===== src/rtl/rand_pkg.sv =====
// Shared types, widths and the LFSR step function for the random byte source.
package rand_pkg;

    localparam int unsigned LFSR_W         = 16;
    localparam int unsigned BYTE_W         = 8;
    localparam int unsigned CNT_W          = 8;
    localparam logic [LFSR_W-1:0] TAPS           = 16'hB400;
    localparam logic [LFSR_W-1:0] SEED_DEFAULT_C = 16'hACE1;

    typedef enum logic {
        IDLE  = 1'b0,
        SHIFT = 1'b1
    } state_e;

    // Right-shifting Galois step; a non-zero state never maps to zero.
    function automatic logic [LFSR_W-1:0] lfsr_next(input logic [LFSR_W-1:0] s);
        return (s >> 1) ^ (s[0] ? TAPS : LFSR_W'(0));
    endfunction

endpackage


===== src/rtl/rand_byte_gen_lfsr16.sv =====
// 16-bit Galois LFSR register with clock enable, seed load and free-running step.
module lfsr16
    import rand_pkg::*;
#(
    parameter logic [LFSR_W-1:0] SEED_DEFAULT = SEED_DEFAULT_C
) (
    input  logic              clock,
    input  logic              reset,
    input  logic              en,
    input  logic              load,
    input  logic [LFSR_W-1:0] seed,
    output logic [LFSR_W-1:0] state
);

    // A zero seed would lock the LFSR, so it is replaced by the default.
    always_ff @(posedge clock) begin
        if (reset) begin
            state <= SEED_DEFAULT;
        end else if (en) begin
            if (load) begin
                state <= (seed == LFSR_W'(0)) ? SEED_DEFAULT : seed;
            end else begin
                state <= lfsr_next(state);
            end
        end
    end

endmodule


===== src/rtl/rand_byte_gen.sv =====
// Roll-request front end: runs a fixed decorrelation burst, then latches one LFSR byte.
module rand_byte_gen
    import rand_pkg::*;
#(
    parameter logic [LFSR_W-1:0] SEED_DEFAULT = SEED_DEFAULT_C,
    parameter int unsigned       SHIFTS       = 8
) (
    input  logic              clock,
    input  logic              reset,
    input  logic              clock_en,
    input  logic              roll_req,
    input  logic              seed_load,
    input  logic [LFSR_W-1:0] seed,
    output logic [BYTE_W-1:0] value,
    output logic              value_valid,
    output logic              busy,
    output logic [LFSR_W-1:0] lfsr_state
);

    state_e             state_q, state_d;
    logic [CNT_W-1:0]   count_q, count_d;
    logic [BYTE_W-1:0]  value_d;
    logic               valid_d;
    logic               busy_d;

    lfsr16 #(
        .SEED_DEFAULT (SEED_DEFAULT)
    ) u_lfsr (
        .clock (clock),
        .reset (reset),
        .en    (clock_en),
        .load  (seed_load),
        .seed  (seed),
        .state (lfsr_state)
    );

    // State and output registers; everything freezes while clock_en is low.
    always_ff @(posedge clock) begin
        if (reset) begin
            state_q     <= IDLE;
            count_q     <= '0;
            value       <= '0;
            value_valid <= 1'b0;
            busy        <= 1'b0;
        end else if (clock_en) begin
            state_q     <= state_d;
            count_q     <= count_d;
            value       <= value_d;
            value_valid <= valid_d;
            busy        <= busy_d;
        end
    end

    // Seed load aborts any roll; the final SHIFT edge captures the post-step byte.
    always_comb begin
        state_d = state_q;
        count_d = count_q;
        value_d = value;
        valid_d = 1'b0;
        busy_d  = busy;

        if (seed_load) begin
            state_d = IDLE;
            busy_d  = 1'b0;
        end else begin
            unique case (state_q)
                IDLE: begin
                    if (roll_req) begin
                        state_d = SHIFT;
                        busy_d  = 1'b1;
                        count_d = CNT_W'(SHIFTS - 1);
                    end
                end
                SHIFT: begin
                    if (count_q != '0) begin
                        count_d = count_q - CNT_W'(1);
                    end else begin
                        value_d = BYTE_W'(lfsr_next(lfsr_state));
                        valid_d = 1'b1;
                        busy_d  = 1'b0;
                        state_d = IDLE;
                    end
                end
                default: begin
                    state_d = IDLE;
                    busy_d  = 1'b0;
                end
            endcase
        end
    end

endmodule


===== config.mk =====
export PLATFORM = sky130hd
export DESIGN_NAME = rand_byte_gen
export DESIGN_NICKNAME = d
export VERILOG_FILES = /design/src/rtl/rand_pkg.sv /design/src/rtl/rand_byte_gen_lfsr16.sv /design/src/rtl/rand_byte_gen.sv
export SDC_FILE = /design/constraint.sdc
export NUM_CORES = 1
export LEC_CHECK = 0
export CAP_MARGIN = 20
export CELL_PAD_IN_SITES_DETAIL_PLACEMENT = 0
export CELL_PAD_IN_SITES_GLOBAL_PLACEMENT = 2
export CORE_MARGIN = 4
export CORE_UTILIZATION = 23
export CTS_CLUSTER_DIAMETER = 120
export DETAILED_ROUTE_END_ITERATION = 7
export HOLD_SLACK_MARGIN = 0.12
export PLACE_DENSITY_LB_ADDON = 0.1
export SLEW_MARGIN = 30
export SYNTH_ARGS = -nofsm -noshare
export SYNTH_HDL_FRONTEND = slang
export SYNTH_HIERARCHICAL = 1
export SYNTH_SLANG_ARGS = --single-unit

===== constraint.sdc =====
create_clock -name clock -period 1.55 [get_ports clock]
set_input_delay 0.2325 -clock clock [delete_from_list [all_inputs] [get_ports clock]]
set_output_delay 0.2325 -clock clock [all_outputs]
set_load 0.01 [all_outputs]

# Word-level counts from Yosys, hierarchy flattened
# Index checks and enable logic that the tools add are counted.
[classes]
n_reduce_logical = 5
mux = 17
n_eq_ne = 4
addsub = 1
bitwise = 4
[ops]
columns = ["operator", "count"]
rows = [
  ["$mux W16", 3],
  ["$logic_not A16 Y1", 1],
  ["$mux W8", 2],
  ["$pmux W8 S2", 1],
  ["$xor A15 B16 Y16", 1],
  ["$mux W1", 9],
  ["$reduce_and A4 Y1", 2],
  ["$reduce_bool A8 Y1", 1],
  ["$sub A8 B1 Y8 const B", 1],
  ["$ne A3 B3 Y1 const B", 2],
  ["$pmux W1 S2", 2],
  ["$not A1 Y1", 3],
  ["$reduce_and A3 Y1", 1],
  ["$ne A2 B1 Y1 const B", 1],
  ["$ne A2 B2 Y1 const B", 1],
]
[totals]
word_cells = 37
regBits = 35
output_inout_bits = 26

# Logic depth before layout (Yosys ltp)
# Gate-level depths: netlist of run 1.
[depth]
depth_word = 4
mapped_depth = 7
mapped_depth_nobuf = 6

# Cells and area by module
# The synthesis of run 1 kept the hierarchy.
[by_module_without_submodules]
columns = ["mod", "seq_area_each_um2", "cells_each", "area_per_inst_um2", "instances"]
rows = [
  ["rand_byte_gen", 380.4, 96, 860.8, 1],
  ["lfsr16", 320.3, 89, 799.5, 1],
]

# Worst setup path before layout of run 1
# No wires, ideal clock.
[synth_path]
kind = "register -> register"
from = "reg count_q[0]"
to = "reg value[0]"
arrival_time_ps = 1296
path_slack_ps = 127
setup_time_ps = 128
stages_incl_launch_ff = 8
path_buffers = 1
path_cell_list = "dfxtp_1 -> inv_1 -> ha_1 -> and3b_1 -> nand4_1 -> buf_4 -> mux2i_1 -> nor2_1"
[synth_via]
elab_chain_cells = 3
[synth_rtl]
columns = ["item", "line_no", "source"]
rows = [
  ["from (decl)", "rand_byte_gen.sv:21", "logic [CNT_W-1:0] count_q, count_d;"],
  ["from (signal assigned)", "rand_byte_gen.sv:47", "count_q <= count_d;"],
  ["$reduce_bool A8 Y1", "rand_byte_gen.sv:75", "if (count_q != '0) begin"],
  ["$not A1 Y1 (no source line)", "-", ""],
  ["$reduce_and A4 Y1 (no source line)", "-", ""],
  ["to (signal assigned)", "rand_byte_gen.sv:48", "value <= value_d;"],
  ["to (decl)", "rand_byte_gen.sv:14", "output logic [BYTE_W-1:0] value,"],
]
# No other way between the ends.
# A chain may end at the register's enable or synchronous reset.

# Worst setup path in the final report of run 1
[layout_path]
from = "reg u_lfsr.state[6]"
to = "out lfsr_state[6]"
[layout_lines]
columns = ["item", "line_no", "source"]
rows = [
  ["from (decl)", "rand_byte_gen_lfsr16.sv:12", "output logic [LFSR_W-1:0] state"],
  ["from (signal assigned)", "rand_byte_gen_lfsr16.sv:21", "state <= (seed == LFSR_W'(0)) ? SEED_DEFAULT : seed;"],
  ["from (signal assigned)", "rand_byte_gen_lfsr16.sv:23", "state <= lfsr_next(state);"],
  ["to (decl)", "rand_byte_gen.sv:17", "output logic [LFSR_W-1:0] lfsr_state"],
]
# No word-level cell between the ends.

==> flow_metrics.tcl, run 1 <==
set metrics [dict create \
    pin_count 47 \
    io_buffers 46 \
    status "finished clean" \
    syn_inst 185 \
    coreArea_sq_um 6907 \
    synth_edf_count 0 \
    fmax_mhz 675.5 \
    syn_area_sq_um 1660 \
    routed_via_density 4.516 \
    synth_top_area_share_pct 42.20 \
    crit-reg2reg-launch "count_q[1]" \
    drc 0 \
    cp_num_buf_inv 1 \
    crit_family "buffers and inverters" \
    die_w_um 92.97 \
    fin_crit_sh_pct 95.51 \
    start_util_pct 24.04 \
    yosysSeqAreaShare_pct 42.20 \
    drive_above_1_share_pct 18.73 \
    cts.sinks 35 \
    wl_per_cell_um 14.10 \
    min-delay-start "value_valid" \
    whs_endpoint "value_valid" \
    fin_skew_ps 5.465 \
    cts_tree "yes" \
    diodes 0 \
    area_growth_pct 51.32 \
    synth_commonest_cells "dfxtp_1, nor2_1, a21oi_1" \
    yosys_most_used_dff "dfxtp_1" \
    final_cell_area_sq_um 2512 \
    maxCapViolCount 0 \
    r2r-end "value[0]" \
    hold_violations 0 \
    clk_pin_slew_worst_paths_ps 80 \
    cellLeakagePower_nw 1.003 \
    yosysTopAreaCell "dfxtp_1" \
    yosys_warnings 6 \
    fin_tns_setup_ps 0 \
    critPathCaptureType "primary output" \
    drt_pass1_iterations 4 \
    die_y_um 92.97 \
    clock_path_buffers 2 \
    wl_um 4894 \
    cts_buffers 5 \
    path_class "reg2out" \
    hold_buffers 0 \
    clk_latency_ps 290 \
    slew_headroom_pct 73.84 \
    overflow 0 \
    cp_data_arrival_time_ps 1250 \
    h-tree-depth 2 \
    drt_iter0_drc 57 \
    antenna_found_initial 0 \
    finalCriticalPeriod_ps 1480 \
    powerDensity_nw_per_um2 944.3 \
    root_buffer "clkbuf_8" \
    synth.area.top_cells "dfxtp_1, mux2i_1, a21oi_1, nor2_1, o21ai_0" \
    synth_most_common_cell "dfxtp_1" \
    cp_max_fo 4 \
    die_area_sq_um 8642 \
    hold_depth 2 \
    vias 1567 \
    tightestPinTransition_ps 389.2 \
    grt_usage_pct 11.72 \
    syn_nets 208 \
    place_hpwl_um 3640 \
    crit_required_ps 1320 \
    slowest_stage "clkdlybuf4s50_1" \
    reg2reg_depth 7 \
    worstSetupStartpointType "flip-flop" \
    hold_path_class "reg2reg" \
    irDropWorstVdd_mv 0.4959 \
    setup_viol 0 \
    final_net_count 273 \
    gp_congestion 0.7560 \
    fp-row-count 30 \
    reg2reg_slack_ps 120 \
    ys_ff_latch 35 \
    critical-path-max-stage-delay_ps 560 \
    grt_pass1_vias 1563 \
    syn_area_per_cell_sq_um 8.975 \
    final.fill_count 733 \
    postRouteAntennaNets 0 \
    worstPathCellList "clkdlybuf4s50_1" \
    placed_area_sq_um 2345 \
    drv_slew 0 \
    grt_start_max_net_pins 28 \
    grt_pass1_wl_um 8031 \
    synth_cell_types 37 \
    rsz0062_at_grt "yes" \
    synthArstFlopShare_pct 0 \
]
-- layer usage --
metal	wire (um)	up-vias	part of all wire, %	global-route usage [%]
li1	-	788	-	-
met1	2441	735	50	16.46
met2	2179	37	45	17.22
met3	193	7	3.9	3.006
met4	80	0	1.6	4.151
met5	0	-	0	0
-- stage by stage --
stage / setup WS, ps / cells / hold WS [ps] / total power [mW] / util [%]
finish: 69.52 / 347 / 470.0 / 2.372 / 36.38
global route: -0.7195 / 347 / 495.4 / 2.494 / 36.38
CTS: 4.299 / 345 / 477.7 / 2.410 / 35.92
detailed placement: -197.0 / 337 / 464.0 / 1.391 / 33.95
global placement: -212.9 / 337 / 450.9 / 1.389 / 33.95
floorplan: 126.6 / 185 / 392.9 / 1.169 / -
-- cells in the final DEF, fill, tap and decap left out, types with 6 or more instances in the layout --
cell type / instances
nand2_1: 6
a211oi_1: 8
buf_4: 21
o21ai_0: 15
a21oi_1: 17
nor2_1: 19
o21ai_1: 9
nor2b_1: 7
inv_1: 6
dfxtp_1: 32
clkdlybuf4s50_1: 45
mux2i_1: 16
-- worst reg2reg max path, cell delays in order (launching register included) --
cell	delay (ps)
dfxtp_1	310
inv_1	70
ha_2	180
and3b_2	210
nand4_1	150
buf_4	210
mux2i_1	140
nor2_1	50
-- state kept, by name, summed over array words and instances, names as in the netlist --
register and flops:
u_lfsr/state 16, value 8, count_q 8, value_valid 1
busy 1, state_q 1
-- cell type report --
cell class                      count  area, sq um  area share (%)
Sequential cell                    35        704.4           28.04
Multi-Input combinational cell    133        893.4           35.56
Clock buffer                        5        68.82           2.739
Inverter                            7        26.28           1.046
Clock inverter                      3        67.56           2.689
Tap cell                           96        120.1           4.781
Timing Repair Buffer               68        631.9           25.15
-- repair_timing --
item,CTS,global route
setup endpoints to repair,0,13
resized for setup,0,10
buffers inserted,0,1
-- power breakdown --
| part | switching [mW] | internal [mW] | leakage, nW |
|---|---|---|---|
| Sequential | 0.0430 | 0.943 | 0.288 |
| Combinational | 0.178 | 0.209 | 0.651 |
| Clock | 0.358 | 0.642 | 0.0644 |
-- kinds of logic after synthesis --
| family | share of synthesized area [%] |
|---|---|
| AND/OR/NAND/NOR | 20.35 |
| multiplexers | 9.646 |
| XOR/XNOR | 1.583 |
| AO/OA/AOI/OAI | 20.35 |
| buffers and inverters | 4.371 |
| flip-flops | 42.20 |
| adder cells (fa/ha/maj) | 1.507 |
-- worst max path at each step --
stage | startpoint | end | slack, ps | cells after the start
floorplan | count_q[0] | value[0] | 130 | 7
global placement | seed[13] | u_lfsr/state[5] | -210 | 5
detailed placement | seed[13] | u_lfsr/state[13] | -200 | 5
CTS | u_lfsr/state[1] | lfsr_state[1] | 4 | 1
global route | count_q[1] | value[1] | -0.7 | 7
finish | u_lfsr/state[6] | lfsr_state[6] | 70 | 1
(Power assumes the default switching activity.)
==> run 2: changes to the inputs <==
- CTS_CLUSTER_SIZE: default -> 30
==> results of run 2 <==
The final DEF is identical to that of run 1; final timing and power are the same.
==> run 3: changes to the inputs <==
- CTS_CLUSTER_DIAMETER: 120 -> default
- GPL_ROUTABILITY_DRIVEN: default -> 1
==> results of run 3 <==
The final DEF is identical to that of run 1; final timing and power are the same.
